[src/rtl/control_turnos_pkg.sv]
// Shared types and constants for the two-player turn sequencer.
package control_turnos_pkg;

    typedef enum logic [2:0] {
        INICIO = 3'd0,
        CARGA  = 3'd1,
        TURNO  = 3'd2,
        AUTO   = 3'd3,
        CAMBIO = 3'd4,
        FIN    = 3'd5
    } estado_t;

    localparam logic JUGADOR_1 = 1'b0;
    localparam logic JUGADOR_2 = 1'b1;

    localparam logic [1:0] GANADOR_NINGUNO = 2'b00;
    localparam logic [1:0] GANADOR_J1      = 2'b01;
    localparam logic [1:0] GANADOR_J2      = 2'b10;

endpackage

[src/rtl/contador_faltas.sv]
// Per-player saturating count of consecutive timeouts.
module contador_faltas #(
    parameter int unsigned MAX_FALTAS = 3,
    parameter int unsigned ANCHO      = $clog2(MAX_FALTAS + 1)
) (
    input  logic clk,
    input  logic reset,
    input  logic limpiar,
    input  logic incrementar,
    output logic alcanzado
);
    localparam logic [ANCHO-1:0] MAXIMO = ANCHO'(MAX_FALTAS);

    logic [ANCHO-1:0] cuenta_d, cuenta_q;

    always_comb begin
        cuenta_d = cuenta_q;
        if (limpiar) begin
            cuenta_d = '0;
        end else if (incrementar && (cuenta_q != MAXIMO)) begin
            cuenta_d = cuenta_q + ANCHO'(1);
        end
    end

    // Looks at the next value so the FSM can act on the increment that reaches the limit.
    assign alcanzado = (cuenta_d == MAXIMO);

    always_ff @(posedge clk or posedge reset) begin
        if (reset) begin
            cuenta_q <= '0;
        end else begin
            cuenta_q <= cuenta_d;
        end
    end

endmodule

[src/rtl/control_turnos.sv]
// Two-player turn sequencer: restarts the move timer each turn, handles timeouts,
// automatic moves and loss by abandonment. All outputs are registered.
module control_turnos
    import control_turnos_pkg::*;
#(
    parameter int unsigned MAX_FALTAS      = 3,
    parameter int unsigned ESPERA_AUTO_MAX = 1024
) (
    input  logic       clk,
    input  logic       reset,
    input  logic       iniciar,
    input  logic       jugada_valida,
    input  logic       fin_partida,
    input  logic       tiempo_agotado,
    input  logic       auto_hecha,
    output logic       reset_temporizador,
    output logic       enable_temporizador,
    output logic       jugador_actual,
    output logic       solicitar_auto,
    output logic       turno_activo,
    output logic       juego_terminado,
    output logic [1:0] ganador_tiempo,
    output logic [2:0] estado
);
    localparam int unsigned ANCHO_WD = $clog2(ESPERA_AUTO_MAX + 1);
    localparam logic [ANCHO_WD-1:0] WD_ULTIMO = ANCHO_WD'(ESPERA_AUTO_MAX - 1);

    estado_t               estado_d, estado_q;
    logic                  jugador_d, jugador_q;
    logic [1:0]            ganador_d, ganador_q;
    logic [ANCHO_WD-1:0]   wd_d, wd_q;
    logic [1:0]            limpiar, incrementar, alcanzado;
    logic                  reset_temp_q, enable_temp_q, solicitar_q, turno_q, terminado_q;

    contador_faltas #(.MAX_FALTAS(MAX_FALTAS)) u_faltas_j1 (
        .clk         (clk),
        .reset       (reset),
        .limpiar     (limpiar[0]),
        .incrementar (incrementar[0]),
        .alcanzado   (alcanzado[0])
    );

    contador_faltas #(.MAX_FALTAS(MAX_FALTAS)) u_faltas_j2 (
        .clk         (clk),
        .reset       (reset),
        .limpiar     (limpiar[1]),
        .incrementar (incrementar[1]),
        .alcanzado   (alcanzado[1])
    );

    always_comb begin
        estado_d    = estado_q;
        jugador_d   = jugador_q;
        ganador_d   = ganador_q;
        wd_d        = wd_q;
        limpiar     = 2'b00;
        incrementar = 2'b00;
        case (estado_q)
            INICIO: begin
                jugador_d = JUGADOR_1;
                ganador_d = GANADOR_NINGUNO;
                limpiar   = 2'b11;
                if (iniciar) estado_d = CARGA;
            end
            CARGA: estado_d = TURNO;
            TURNO: begin
                if (fin_partida) begin
                    estado_d  = FIN;
                    ganador_d = GANADOR_NINGUNO;
                end else if (jugada_valida) begin
                    limpiar[jugador_q] = 1'b1;
                    estado_d           = CAMBIO;
                end else if (tiempo_agotado) begin
                    incrementar[jugador_q] = 1'b1;
                    if (alcanzado[jugador_q]) begin
                        estado_d  = FIN;
                        ganador_d = (jugador_q == JUGADOR_1) ? GANADOR_J2 : GANADOR_J1;
                    end else begin
                        estado_d = AUTO;
                        wd_d     = '0;
                    end
                end
            end
            AUTO: begin
                if (fin_partida) begin
                    estado_d  = FIN;
                    ganador_d = GANADOR_NINGUNO;
                end else if (auto_hecha || (wd_q == WD_ULTIMO)) begin
                    estado_d = CAMBIO;
                end else begin
                    wd_d = wd_q + ANCHO_WD'(1);
                end
            end
            CAMBIO: begin
                jugador_d = ~jugador_q;
                estado_d  = CARGA;
            end
            FIN: begin
                if (iniciar) begin
                    estado_d  = CARGA;
                    jugador_d = JUGADOR_1;
                    ganador_d = GANADOR_NINGUNO;
                    limpiar   = 2'b11;
                end
            end
            default: begin
                estado_d  = INICIO;
                jugador_d = JUGADOR_1;
                ganador_d = GANADOR_NINGUNO;
            end
        endcase
    end

    always_ff @(posedge clk or posedge reset) begin
        if (reset) begin
            estado_q      <= INICIO;
            jugador_q     <= JUGADOR_1;
            ganador_q     <= GANADOR_NINGUNO;
            wd_q          <= '0;
            reset_temp_q  <= 1'b0;
            enable_temp_q <= 1'b0;
            solicitar_q   <= 1'b0;
            turno_q       <= 1'b0;
            terminado_q   <= 1'b0;
        end else begin
            estado_q      <= estado_d;
            jugador_q     <= jugador_d;
            ganador_q     <= ganador_d;
            wd_q          <= wd_d;
            reset_temp_q  <= (estado_d == CARGA);
            enable_temp_q <= (estado_d == TURNO);
            solicitar_q   <= (estado_d == AUTO);
            turno_q       <= (estado_d == TURNO);
            terminado_q   <= (estado_d == FIN);
        end
    end

    assign reset_temporizador  = reset_temp_q;
    assign enable_temporizador = enable_temp_q;
    assign jugador_actual      = jugador_q;
    assign solicitar_auto      = solicitar_q;
    assign turno_activo        = turno_q;
    assign juego_terminado     = terminado_q;
    assign ganador_tiempo      = ganador_q;
    assign estado              = estado_q;

endmodule

[config.mk]
export PLATFORM = sky130hd
export DESIGN_NAME = control_turnos
export DESIGN_NICKNAME = d
export VERILOG_FILES = /design/src/rtl/control_turnos_pkg.sv /design/src/rtl/contador_faltas.sv /design/src/rtl/control_turnos.sv
export SDC_FILE = /design/constraint.sdc
export NUM_CORES = 1
export LEC_CHECK = 0
export BUFFER_PORTS_ARGS = -buffer_cell sky130_fd_sc_hd__buf_2
export CORE_ASPECT_RATIO = 1.75
export CORE_UTILIZATION = 35
export DETAILED_ROUTE_END_ITERATION = 10
export GPL_TIMING_DRIVEN = 0
export PLACE_DENSITY = 0.52
export SLEW_MARGIN = 20
export SYNTH_ARGS = -nofsm -noshare
export SYNTH_HDL_FRONTEND = slang
export SYNTH_SLANG_ARGS = --single-unit
[constraint.sdc]
create_clock -name clk -period 3.8 [get_ports clk]
set_input_delay 0.19 -clock clk [delete_from_list [all_inputs] [get_ports clk]]
set_output_delay 0.19 -clock clk [all_outputs]
set_load 0.01 [all_outputs]
Word level (Yosys, flattened, before mapping):

Cells that the tools add are included.

* flip-flop bits (word level): 25
* word-level logic and storage cells: 96

* add/sub/neg operators: 3
* order comparisons: 2
* equal/unequal tests: 25
* multiplexer cells: 41
* bitwise logic cells: 3
* reductions and logical operators: 12

Operators with widths (count)
* $mux W11: 6
* $mux W2: 18
* $pmux W11 S2: 1
* $mux W3: 7
* $ne A2 B2 Y1 const B: 10
* $pmux W3 S5: 1
* $eq A3 B2 Y1 const B: 4
* $add A11 B1 Y11 const B: 1
* $eq A11 B10 Y1 const B: 1
* $eq A3 B3 Y1 const B: 3
* $ne A3 B3 Y1 const B: 3
* $pmux W2 S4: 1
* $reduce_and A7 Y1: 1
* $eq A3 B1 Y1 const B: 2
* $pmux W2 S3: 1
* $reduce_and A6 Y1: 1
* $add A2 B1 Y2 const B: 2
* $eq A2 B2 Y1 const B: 2
* $mux W1: 4
* $reduce_or A2 Y1: 2
* $logic_and A1 B1 Y1: 3
* $logic_not A3 Y1: 1
* $not A1 Y1: 3
* $pmux W1 S3: 1
* 7 further kinds: 7

Logic depth before layout (Yosys ltp):

Gate-level depths: netlist of the first run.

* word-level depth: 20
* gate-level depth with buffers: 9

Cells and area by module:

Synthesis of the first run repeated with hierarchy kept, for this count alone.

* cells, all modules: 155
* area, all modules: 1508.9 um^2

By module, submodules not included
* control_turnos: instances 1, cells each 131, area each 1256.2 um^2, sequential area each 525.5 um^2
* contador_faltas: instances 2, cells each 12, area each 126.4 um^2, sequential area each 50.0 um^2

Least setup slack after synthesis of the first run:

Ideal clock, no wire load.

* path kind: register -> register
* from: reg estado_q[0] (netlist: estado[0])
* to: reg wd_q[9]
* setup time: 69 ps
* arrival time: 2149 ps
* data required time: 3731 ps
* path slack: 1582 ps
* stages on the path, launching flop included: 8
* path buffers: 0
* cells stage by stage: dfrtp_1 -> nor4b_4 -> nand3b_1 -> mux2_1 -> nand4_2 -> a41oi_2 -> or4_1 -> nand3_1

* cells in the longest elaborated chain, start to end: 10
* elaborated cells between the ends (all ways): 25
* classes of those cells: eq/ne (11); mux (9); reduce/logical (5)

RTL lines
* start: declaration: line control_turnos.sv:28 `estado_t estado_d, estado_q;`
* start signal: assignment: line control_turnos.sv:126 `estado_q <= estado_d;`
* $eq A3 B2 Y1: line control_turnos.sv:58 `case (estado_q)`
* $mux W2: line control_turnos.sv:58
* $logic_and A1 B1 Y1: line contador_faltas.sv:20 `end else if (incrementar && (cuenta_q != MAXIMO)) begin`
* $mux W2: line contador_faltas.sv:20
* $mux W2: line contador_faltas.sv:18 `if (limpiar) begin`
* $eq A2 B2 Y1: line contador_faltas.sv:26 `assign alcanzado = (cuenta_d == MAXIMO);`
* $mux W1 (not written as such) (2 in series): line control_turnos.sv:75 `if (alcanzado[jugador_q]) begin`
* $ne A2 B2 Y1 (no line)
* $reduce_and A7 Y1 (no line)
* end signal: assignment: line control_turnos.sv:129 `wd_q <= wd_d;`
* end: declaration: line control_turnos.sv:31 `logic [ANCHO_WD-1:0] wd_d, wd_q;`

Parallel ways exist; a longest one is shown, timed or not. The select of a mux whose other input is x is not followed.
A chain may end at the register's enable or synchronous reset.

Final worst setup path of the first run:

* from: reg wd_q[0]
* to: reg wd_q[7]

* cells in the longest elaborated chain, start to end: 4
* elaborated cells between the ends (all ways): 8
* classes of those cells: add/sub (1); eq/ne (2); mux (3); reduce/logical (2)

RTL lines
* $add A11 B1 Y11 or $eq A11 B10 Y1 (tied branches): line control_turnos.sv:91, control_turnos.sv:88
* $mux W11 or $logic_or A1 B1 Y1 (tied branches): line control_turnos.sv:88 `end else if (auto_hecha || (wd_q == WD_ULTIMO)) begin`
* $mux W11 or $ne A2 B2 Y1 (tied branches)
* $pmux W11 S2 or $reduce_and A7 Y1 (tied branches)

Parallel ways exist; a longest one is shown, timed or not. The select of a mux whose other input is x is not followed.

==> qor.yml, run 1 <==
placed_design:
  gp_congestion: 0.814
  placed_area_um2: 1630
  placedCellCount: 234
  hpwl_um: 2690
  numPortBuffers: 16
synth:
  ys_seq_area_share_pct: 42.0
  ys_warn_count: 0
  syn_avg_cell_area_um2: 8.81
  synth_nets: 179
  ys.flop_type: "dfrtp_1"
  syn_area_um2: 1490
  ys_ff_latch: 25
  synthDistinctLibCells: 42
  synth_edf_count: 0
  async_flop_share_pct: 100
  netlist_instances: 169
power:
  combPwrFrac_pct: 42.1
  power_mw: 0.948
  pwr-share-seq_pct: 41.6
  internal-power_mw: 0.562
  swShare_pct: 40.7
  p_leak_nw: 0.758
  clockPowerShare_pct: 16.3
  peakVddDrop_mv: 0.294
  powerDensity_nw_per_um2: 566
  p_sw_mw: 0.386
clock_tree:
  cts_setup_buffers: 0
  root_buffer: "clkbuf_8"
  hold_buffers: 0
  cts_tree: "done"
  clock_latency_ps: 260
  cts.reportedPaths.clkPinSlew_ps: 80
  cts_buffers: 3
  cts_sinks: 25
  clk_path_buf_depth: 2
  htreeDepth: 1
  ctsResizeCount: 0
route:
  drt_iter0_drc: 32
  drc: 0
  vias: 1316
  postRouteAntennaNets: 0
  dr.pass1.iters: 4
  detail_route.vias_per_cell: 5.53
  wl_um: 3520
  wl_per_cell_um: 14.8
die:
  core_um2: 4110
  io_pins: 18
  start_util_pct: 36.2
  die-area_um2: 4530
  die_h_um: 88.3
  rows: 31
  die_w_um: 51.3
min_path:
  hold_path.class: "input pin to async pin"
finish:
  area_growth_syn_to_layout_pct: 12.5
  register_area_um2: 626
  final_cells: 238
  n_antenna_cell: 0
  n_fill_cell: 440
  drive_above_1_share_pct: 16.4
  fin_area_um2: 1680
  final_util_pct: 40.7
  finish.net_count: 200
  multi_input_area_um2: 810
timing:
  hold_viol_final: 0
  skew_ps: 5.52
  final-setup-viol-count: 0
  final.period_utilization_pct: 65.7
  fmax_mhz: 401
  drv_slew: 0
  period_needed_ps: 2490
  setup_tns_ps: 0
  worst_slew_pin_slew_ps: 957
  rsz0062_at_grt: "false"
  slew_headroom_pct: 35.8
global_routing:
  grt_max_degree: 26
  first_global_vias: 1297
  grt_pass1_wl_um: 5950
  antenna_found_initial: 0
  grt_util_all_layers_pct: 17.3
  overflow: 0
status:
  outcome: "finished, final reports clean"
job:
  maxCapViolCount: 0
setup_path:
  cp_max_fo: 10
  worstSetupStartpointType: "register"
  cp.required_ps: 3950
  criticalPathCategory: "register to register"
  crit_path_end_kind: "register"
  arrival_ps: 2650
[area by class of cell]
cell class,count,area share [%]
multi-input combinational,132,48.3
sequential,25,37.3
timing repair buffer,16,4.78
tap,49,3.66
clock buffer,4,2.69
buffer,6,1.87
inverter,6,1.34
[synth_stat cells, drive strengths merged, types with 2 or more instances]
cell type,n,share of area [%]
a31oi,4,1.7
nor2,26,6.6
inv,6,1.5
nor2b,5,2.1
dfrtp,25,42
o2bb2ai,3,1.8
and2,3,1.3
a22oi,2,1.0
a21oi,8,2.7
a41oi,2,2.2
nor3,2,0.67
mux2,2,1.5
and3,4,1.7
buf,5,1.8
nand3b,2,1.0
nand3,9,3.0
o21ai,11,3.7
a211oi,3,1.5
ha,3,2.5
o31ai,5,2.5
nand2,15,3.8
or4,2,1.0
nand2b,6,2.5
[per-stage QoR]
step           hold slack, ps  worst slack (ps)
4_1_cts                   124              1270
2_1_floorplan             217              1580
3_3_place_gp              418              1280
6_report                 11.3              1310
3_5_place_dp              418              1310
5_1_grt                  50.3               995
[registers in the layout, indices dropped and copies added (netlist names)]
name / count
turno_activo: 1
ganador_tiempo: 2
jugador_actual: 1
wd_q: 11
u_faltas_j2.cuenta_q: 2
solicitar_auto: 1
reset_temporizador: 1
estado: 3
u_faltas_j1.cuenta_q: 2
juego_terminado: 1
[power by group through the flow]
stage          clock, mW  combinational [mW]  sequential [mW]
5_1_grt            0.176               0.447            0.404
3_5_place_dp           0               0.402            0.399
2_1_floorplan          0               0.270            0.402
3_3_place_gp           0               0.395            0.394
4_1_cts            0.165               0.404            0.393
6_report           0.154               0.399            0.394
[routing by layer]
layer	up-vias	global-route usage (%)	part of all wire [%]	wire length (um)
met2	19	32.7	55	1950
met3	6	1.89	2.4	85
li1	650	-	-	-
met4	0	8.35	1.9	68
met1	641	18.6	40	1410
met5	-	0	0	0
[worst paths after layout]
kind	startpoint	to	slack, ps	cells after the start
setup / recovery	wd_q[0]	wd_q[7]	1310	9
hold / removal	reset	u_faltas_j1.cuenta_q[0]	10	2
setup reg to reg	wd_q[0]	wd_q[7]	1310	9
hold reg to reg	wd_q[10]	wd_q[10]	500	1
max in group asynchronous	reset	ganador_tiempo[0]	3350	2
min in group clk	auto_hecha	estado[0]	140	2
[placed cells by master, fill, tap and decap left out, types with 2 or more instances in the layout]
cell / synthesis / layout
clkbuf_1: 1 / 2
inv_1: 6 / 5
and3_1: 4 / 4
and2_1: 3 / 3
nand3_1: 9 / 9
o2bb2ai_1: 3 / 3
a21oi_1: 8 / 8
a31oi_1: 4 / 4
or4_1: 2 / 2
a41oi_2: 2 / 2
o31ai_1: 5 / 5
nand3b_1: 2 / 2
a22oi_1: 2 / 2
ha_1: 3 / 3
nor2_1: 26 / 26
o21ai_1: 2 / 2
o21ai_0: 9 / 9
nor2b_1: 5 / 5
nor3_1: 2 / 2
buf_2: 4 / 20
nand2_1: 15 / 15
a211oi_1: 3 / 3
dfrtp_1: 25 / 25
nand2b_1: 6 / 6
clkbuf_8: 0 / 3
[worst max-delay path: stages, from the launching register on]
cell and delay, ps:
dfrtp_1 410, ha_1 200, nand3_1 150, nor4_1 560
a211oi_1 220, nor2b_1 180, a41oi_2 220, buf_2 250
o21ai_0 110, o41ai_1 70
[cell families after synthesis]
kind of cell,after synthesis,synth area share (%)
and+or+nand+nor,82,29.2
AOI/OAI and AO/OA,44,20.4
DFF,25,42.0
adders and majority gates,3,2.52
buffers and inverters,12,3.61
muxes,3,2.18
Power figures use the tool's default switching activity.
==> inputs of run 2 (changes only) <==
--- a/config.mk
+++ b/config.mk
@@ -5,12 +5,13 @@
 export SDC_FILE = /design/constraint.sdc
 export NUM_CORES = 1
 export LEC_CHECK = 0
+export ABC_AREA = 1
 export BUFFER_PORTS_ARGS = -buffer_cell sky130_fd_sc_hd__buf_2
 export CORE_ASPECT_RATIO = 1.75
 export CORE_UTILIZATION = 35
 export DETAILED_ROUTE_END_ITERATION = 10
 export GPL_TIMING_DRIVEN = 0
-export PLACE_DENSITY = 0.52
+export PLACE_DENSITY = 0.53
 export SLEW_MARGIN = 20
 export SYNTH_ARGS = -nofsm -noshare
 export SYNTH_HDL_FRONTEND = slang
==> constraint.sdc (replaced) <==
create_clock -name clk -period 2.25 [get_ports clk]
set_input_delay 0.1125 -clock clk [delete_from_list [all_inputs] [get_ports clk]]
set_output_delay 0.1125 -clock clk [all_outputs]
set_load 0.01 [all_outputs]
==> run 2 against run 1 <==
  * Die area increased by 3.2%
  * Core utilization grew 0.89 points
  * Non-clock buffer count stayed put
  * Critical path type unchanged
  * Highest routed layer unchanged
==> qor.yml, run 2 <==
status:
  outcome: "finished, final reports clean"  # unchanged
timing:
  skew_ps: 5.01  # was 5.52 ps
  final.period_utilization_pct: 86.0  # was 65.7%
  fmax_mhz: 517  # was 401 MHz
  final-setup-viol-count: 0  # unchanged
  worst_slew_pin_slew_ps: 552  # was 957 ps
  period_needed_ps: 1940  # was 2490 ps
  rsz0062_at_grt: "false"  # unchanged
  hold_viol_final: 0  # unchanged
  drv_slew: 0  # unchanged
  slew_headroom_pct: 63.1  # was 35.8%
  setup_tns_ps: 0  # unchanged
synth:
  netlist_instances: 206  # was 169
  synth_commonest_cells: "58 x nand2_1, 25 x dfrtp_1, 23 x inv_1"  # was 26 x nor2_1, 25 x dfrtp_1, 15 x nand2_1
  ys_seq_area_share_pct: 40.7  # was 42.0%
  synth_nets: 216  # was 179
  ys.flop_type: "dfrtp_1"  # unchanged
  syn_area_um2: 1540  # was 1490 um2
  synth_top_area_share_pct: 40.7  # was 42.0%
  synthDistinctLibCells: 25  # was 42
  async_flop_share_pct: 100  # unchanged
  synth_most_common_cell: "nand2_1"  # was nor2_1
  yosysTopAreaCell: "dfrtp_1"  # unchanged
  synth_edf_count: 0  # unchanged
  ys_ff_latch: 25  # unchanged
  syn_avg_cell_area_um2: 7.46  # was 8.81 um2
  ys_warn_count: 0  # unchanged
  ys_top_cells_by_area: "dfrtp_1 41%, nand2_1 14%, nand3_1 6.2%, inv_1 5.6%, o21ai_2 5.1%"  # was dfrtp_1 42%, nor2_1 6.6%, nand2_1 3.8%, nand3_1 3.0%, o21ai_0 3.0%
power:
  clockPowerShare_pct: 15.0  # was 16.3%
  p_leak_nw: 0.843  # was 0.758 nW
  p_sw_mw: 0.800  # was 0.386 mW
  powerDensity_nw_per_um2: 1050  # was 566 nW/um2
  internal-power_mw: 1.03  # was 0.562 mW
  power_mw: 1.83  # was 0.948 mW
  combPwrFrac_pct: 43.5  # was 42.1%
  peakVddDrop_mv: 0.442  # was 0.294 mV
  swShare_pct: 43.8  # was 40.7%
  pwr-share-seq_pct: 41.5  # was 41.6%
finish:
  n_antenna_cell: 0  # unchanged
  register_area_um2: 626  # unchanged
  layout_common_cells: "58 x nand2_1, 25 x dfrtp_1, 22 x inv_1, 19 x nand3_1"  # was 26 x nor2_1, 25 x dfrtp_1, 20 x buf_2, 15 x nand2_1
  n_fill_cell: 474  # was 440
  layout_commonest_cell: "nand2_1"  # was nor2_1
  multi_input_area_um2: 786  # was 810 um2
  drive_above_1_share_pct: 22.8  # was 16.4%
  finish.net_count: 239  # was 200
  final_util_pct: 41.6  # was 40.7%
  largest_register_ff_count: 11  # unchanged
  area_growth_syn_to_layout_pct: 13.4  # was 12.5%
  final_cells: 277  # was 238
  top_register: "wd_q"  # unchanged
global_routing:
  grt_util_all_layers_pct: 17.5  # was 17.3%
  grt_pass1_wl_um: 5960  # was 5950 um
  antenna_found_initial: 0  # unchanged
  overflow: 0  # unchanged
  grt_max_degree: 26  # unchanged
  first_global_vias: 1308  # was 1297
die:
  die_h_um: 89.7  # was 88.3 um
  start_util_pct: 36.7  # was 36.2%
  io_pins: 18  # unchanged
  core_um2: 4190  # was 4110 um2
  die-area_um2: 4670  # was 4530 um2
  rows: 31  # unchanged
  die_w_um: 52.1  # was 51.3 um
placed_design:
  gp_congestion: 0.833  # was 0.814
  hpwl_um: 2750  # was 2690 um
  numPortBuffers: 17  # was 16
  placedCellCount: 272  # was 234
setup_path:
  critPathMaxStageDelay_ps: 460  # was 560 ps
  worst-path-buf-inv: 3  # was 1
  arrival_ps: 2100  # was 2650 ps
  critical_path_cell_count: 13  # was 9
  crit_path_end_kind: "register"  # unchanged
  criticalPathCategory: "register to register"  # unchanged
  worstSetupStartpointType: "register"  # unchanged
  r2r_setup_slack_ps: 310  # was 1310 ps
  crit_path_frequent_cell: "nand2_2"
  r2r_end: "wd_q[8]"  # was wd_q[7]
  rr_startpoint: "estado[2]"  # was wd_q[0]
  crit_path_top_delay_cell: "dfrtp_1"  # was nor4_1
  rr_worst_depth: 13  # was 9
  cp_max_fo: 10  # unchanged
  cp_top_family: "simple AND/OR/NAND/NOR gates"  # unchanged
  cp.required_ps: 2420  # was 3950 ps
  path_cells: "inv_2 -> nand3_4 -> inv_2 -> nand2_2 -> o21ai_1 -> nor2_2 -> nand2_1 -> nand2_2 -> nand2_2 -> nand3_4 -> buf_6 -> nand2_1 -> o21ai_2"  # was ha_1 -> nand3_1 -> nor4_1 -> a211oi_1 -> nor2b_1 -> a41oi_2 -> buf_2 -> o21ai_0 -> o41ai_1
clock_tree:
  cts_tree: "done"  # unchanged
  root_buffer: "clkbuf_8"  # unchanged
  cts_setup_buffers: 0  # unchanged
  cts_buffers: 3  # unchanged
  clock_latency_ps: 270  # was 260 ps
  cts_sinks: 25  # unchanged
  clk_path_buf_depth: 2  # unchanged
  htreeDepth: 1  # unchanged
  cts.reportedPaths.clkPinSlew_ps: 90  # was 80 ps
min_path:
  min_path_cells: 3
  hold_path.class: "input pin to register"  # was input pin to async pin
  min_to: "estado[0]"
  hp-start: "fin_partida"
route:
  detail_route.vias_per_cell: 4.82  # was 5.53
  wl_um: 3540  # was 3520 um
  wl_per_cell_um: 12.8  # was 14.8 um
  postRouteAntennaNets: 0  # unchanged
  vias: 1336  # was 1316
  drc: 0  # unchanged
  dr.pass1.iters: 4  # unchanged
  drt_iter0_drc: 32  # unchanged
job:
  maxCapViolCount: 0  # unchanged
-- run 2: metal layers --
metal / global-route usage (%) / vias to the layer above / wire (um)
met1: 18.5 / 622 / 1360
met4: 6.63 / 0 / 36
li1: - / 701 / -
met2: 34.4 / 11 / 2100
met5: 0 / - / 0
met3: 1.52 / 2 / 45
-- run 2: layout make-up --
type | count | area share, %
plain buffers | 4 | 1.94
flip-flops and latches | 25 | 35.9
inverters | 26 | 5.60
clock buffers | 4 | 2.58
multi-input cells | 151 | 45.1
well taps | 49 | 3.52
repair buffers | 18 | 5.45
-- run 2: timing repair --
item                                   4_1_cts  5_1_grt
endpoints found under the hold margin        0       25
setup endpoints to repair                    0        2
hold buffers                                 0        1
resized for setup                            0        1
-- run 2: per-stage QoR --
stage	hold slack, ps	worst slack (ps)	area, um2
detailed placement	427	279	1680
global route	194	118	1740
floorplan	140	544	1540
finish	202	314	1740
global placement	419	293	1680
CTS	119	258	1730
-- run 2: worst max-delay path by stage --
stage,from,endpoint
6_report,estado[2],wd_q[8]
5_1_grt,estado[2],wd_q[10]
4_1_cts,wd_q[0],wd_q[8]
3_5_place_dp,wd_q[0],wd_q[1]
3_3_place_gp,wd_q[0],wd_q[3]
2_1_floorplan,estado[2],wd_q[8]
-- run 2: logic make-up (layout without fill, tap and decap cells) --
logic type / Yosys count / in the layout / share of synthesized area, %
flip-flops: 25 / 25 / 40.7
adder cells (fa/ha/maj): 3 / 3 / 2.44
AND/OR/NAND/NOR: 119 / 119 / 36.0
AO/OA/AOI/OAI: 27 / 27 / 11.2
buffers and inverters: 30 / 52 / 8.54
XOR/XNOR: 2 / 2 / 1.14
-- run 2: power by group through the flow --
stage	Clock (mW)	Sequential, mW	Combinational, mW
after detailed placement	0	0.769	0.803
after global placement	0	0.766	0.801
after CTS	0.292	0.760	0.806
after global routing	0.307	0.785	0.909
after floorplan	0	0.761	0.573
final	0.274	0.759	0.795
-- run 2: tightest hold or removal path, delay by kind of cell --
family | cells | cell delay [ps]
AO/OA/AOI/OAI | 1 | 80
AND/OR/NAND/NOR | 1 | 120
buffers and inverters | 1 | 100
==> inputs of run 3 (changes only) <==
--- a/config.mk
+++ b/config.mk
@@ -6,6 +6,7 @@
 export NUM_CORES = 1
 export LEC_CHECK = 0
 export ABC_AREA = 1
+export ABC_CLOCK_PERIOD_IN_PS = 1600
 export BUFFER_PORTS_ARGS = -buffer_cell sky130_fd_sc_hd__buf_2
 export CORE_ASPECT_RATIO = 1.75
 export CORE_UTILIZATION = 35
==> constraint.sdc (replaced) <==
create_clock -name clk -period 1.6 [get_ports clk]
set_input_delay 0.08 -clock clk [delete_from_list [all_inputs] [get_ports clk]]
set_output_delay 0.08 -clock clk [all_outputs]
set_load 0.01 [all_outputs]
==> run 3 against run 2 <==
  * Sequential power grew 42%
  * Routed wire length rose by 7.1%
  * Die area unchanged
  * Critical endpoint is now wd_q[7]
  * Largest cell class unchanged
  * Fmax rose by 6.7%
  * Final cell count is 8.3% higher
  * Worst hold slack worse by 49 ps
  * Cell area grew 23%
  * The flow now finishes with violations (negative setup slack)
  * Register-to-register slack lost 530 ps
  * Global-route usage is 0.099 points higher
  * Via count is 10% higher
  * Clock skew is 1.4 ps higher
==> qor.yml, run 3 (same netlist as run 2, synthesis figures left out) <==
power:
  peakVddDrop_mv: 0.784  # was 0.442 mV
  clockPowerShare_pct: 12.2  # was 15.0%
  p_sw_mw: 1.36  # was 0.800 mW
  power_mw: 3.16  # was 1.83 mW
  internal-power_mw: 1.80  # was 1.03 mW
  combPwrFrac_pct: 53.5  # was 43.5%
  swShare_pct: 43.0  # was 43.8%
  powerDensity_nw_per_um2: 1470  # was 1050 nW/um2
  p_leak_nw: 1.03  # was 0.843 nW
  pwr-share-seq_pct: 34.2  # was 41.5%
timing:
  worst_slew_pin_slew_ps: 557  # was 552 ps
  rsz0062_at_grt: "true"  # was false
  timing.final.ws_setup_ps: -214  # was 314 ps
  skew_ps: 6.43  # was 5.01 ps
  final.period_utilization_pct: 113  # was 86.0%
  whs_ps: 154  # was 202 ps
  slew_headroom_pct: 62.8  # was 63.1%
  fmax_mhz: 551  # was 517 MHz
  period_needed_ps: 1810  # was 1940 ps
  final-setup-viol-count: 19  # was 0
  hold_viol_final: 0  # unchanged
  drv_slew: 0  # unchanged
clock_tree:
  root_buffer: "clkbuf_8"  # unchanged
  clock_latency_ps: 270  # about the same
  cts_tree: "done"  # unchanged
  clk_path_buf_depth: 2  # unchanged
  cts.reportedPaths.clkPinSlew_ps: 90  # about the same
  cts_buffers: 3  # unchanged
  htreeDepth: 1  # unchanged
  cts_sinks: 25  # unchanged
setup_path:
  criticalPathCategory: "register to register"  # unchanged
  rr_worst_depth: 13  # unchanged
  r2r_end: "wd_q[7]"  # was wd_q[8]
  crit_end: "wd_q[7]"  # was wd_q[8]
  crit_path_end_kind: "register"  # unchanged
  arrival_ps: 1980  # was 2100 ps
  rr_startpoint: "estado[1]"  # was estado[2]
  startpoint: "estado[1]"  # was estado[2]
  r2r_setup_slack_ps: -210  # was 310 ps
  worstSetupStartpointType: "register"  # unchanged
  cp_max_fo: 6  # was 10
  cp.required_ps: 1760  # was 2420 ps
global_routing:
  overflow: 0  # unchanged
  antenna_found_initial: 0  # unchanged
  first_global_vias: 1426  # was 1308
  grt_pass1_wl_um: 6130  # was 5960 um
  grt_util_all_layers_pct: 17.6  # was 17.5%
  grt_max_degree: 26  # unchanged
die:
  die_h_um: 89.7  # unchanged
  core_um2: 4190  # unchanged
  io_pins: 18  # unchanged
  die_w_um: 52.1  # unchanged
  die-area_um2: 4670  # unchanged
  start_util_pct: 36.7  # unchanged
  rows: 31  # unchanged
finish:
  drive_above_1_share_pct: 43.8  # was 22.8%
  largest_register_ff_count: 11  # unchanged
  top_register: "wd_q"  # unchanged
  n_antenna_cell: 0  # unchanged
  area_growth_syn_to_layout_pct: 39.2  # was 13.4%
  n_fill_cell: 431  # was 474
  fin_area_um2: 2140  # was 1740 um2
  final_util_pct: 51.1  # was 41.6%
  layout_commonest_cell: "nand2_1"  # unchanged
  finish.net_count: 262  # was 239
  layout_common_cells: "45 x nand2_1, 22 x buf_4, 22 x dfrtp_1, 20 x inv_1, 17 x buf_2"  # was 58 x nand2_1, 25 x dfrtp_1, 22 x inv_1, 19 x nand3_1
route:
  detail_route.vias_per_cell: 4.90  # was 4.82
  postRouteAntennaNets: 0  # unchanged
  wl_per_cell_um: 12.6  # was 12.8 um
  drt_iter0_drc: 29  # was 32
  dr.pass1.iters: 4  # unchanged
  drc: 0  # unchanged
  wl_um: 3790  # was 3540 um
  vias: 1470  # was 1336
status:
  outcome: "finished with violations"  # was finished, final reports clean
  violations: "negative setup slack"
placed_design:
  placed_area_um2: 1710  # was 1680 um2
  numPortBuffers: 17  # unchanged
  gp_congestion: 0.810  # was 0.833
  preCtsSetupSlack_ps: -280  # was 279 ps
  hpwl_um: 2690  # was 2750 um
min_path:
  hold_path.class: "input pin to register"  # unchanged
job:
  maxCapViolCount: 0  # unchanged
run 3: cell count changes in the layout (fill, tap and decap cells not counted), sizes merged:
cell / delta
clkinv: +1
buf: +22
run 3: how the worst min path moves through the flow:
stage	from	endpoint	slack, ps	cells past startpoint
finish	tiempo_agotado	estado[1]	150	4
CTS	reset	ganador_tiempo[1]	80	2
detailed placement	reset	ganador_tiempo[1]	380	2
floorplan	reset	estado[1]	110	1
global placement	reset	ganador_tiempo[1]	390	2
global route	tiempo_agotado	estado[1]	170	4
run 3: critical path, cell delays in order, from the launching register on:
cell and delay [ps]:
dfrtp_2 430, inv_1 140, nand2_2 100, nor2_1 170
nor2_4 80, o21ai_4 70, nor2_2 60, nand2_1 70
nand2_2 80, nand2_2 80, nand3_4 130, buf_8 170
nand2_1 70, o21ai_2 50
run 3: final cells by class:
cell class | instances | area [um2] | area share (%)
timing repair buffer | 41 | 289 | 13.5
sequential | 25 | 629 | 29.4
clock buffer | 3 | 41.3 | 1.93
buffer | 4 | 50.0 | 2.34
tap | 49 | 61.3 | 2.86
clock inverter | 1 | 5.00 | 0.234
inverter | 26 | 103 | 4.79
multi-input combinational | 151 | 962 | 44.9
run 3: power groups by stage:
stage,Clock [mW],Combinational [mW],Sequential [mW]
after floorplan,0,0.833,1.08
after global placement,0,1.15,1.08
after detailed placement,0,1.15,1.09
after CTS,0.397,1.39,1.08
after global routing,0.416,1.86,1.11
final,0.386,1.69,1.08
run 3: metrics by stage:
stage | instances | setup TNS (ps)
detailed placement | 272 | -4960
global route | 300 | -6050
floorplan | 206 | -552
global placement | 272 | -4900
CTS | 290 | -2760
finish | 300 | -3240
run 3: metal layers:
metal	wire length [um]	part of all wire [%]	up-vias	global-route usage [%]
met5	0	0	-	0
met4	44	1.2	0	5.90
met3	57	1.5	4	1.52
met2	2230	59	12	35.0
met1	1460	38	703	18.6
li1	-	-	751	-
run 3: what timing repair did:
action	in CTS	in global routing
gates cloned	0	1
endpoints found under the hold margin	0	25
hold buffers	0	1
endpoints found under the setup margin	20	20
gates resized for setup	19	31
setup buffers	14	8
pin swaps	2	5
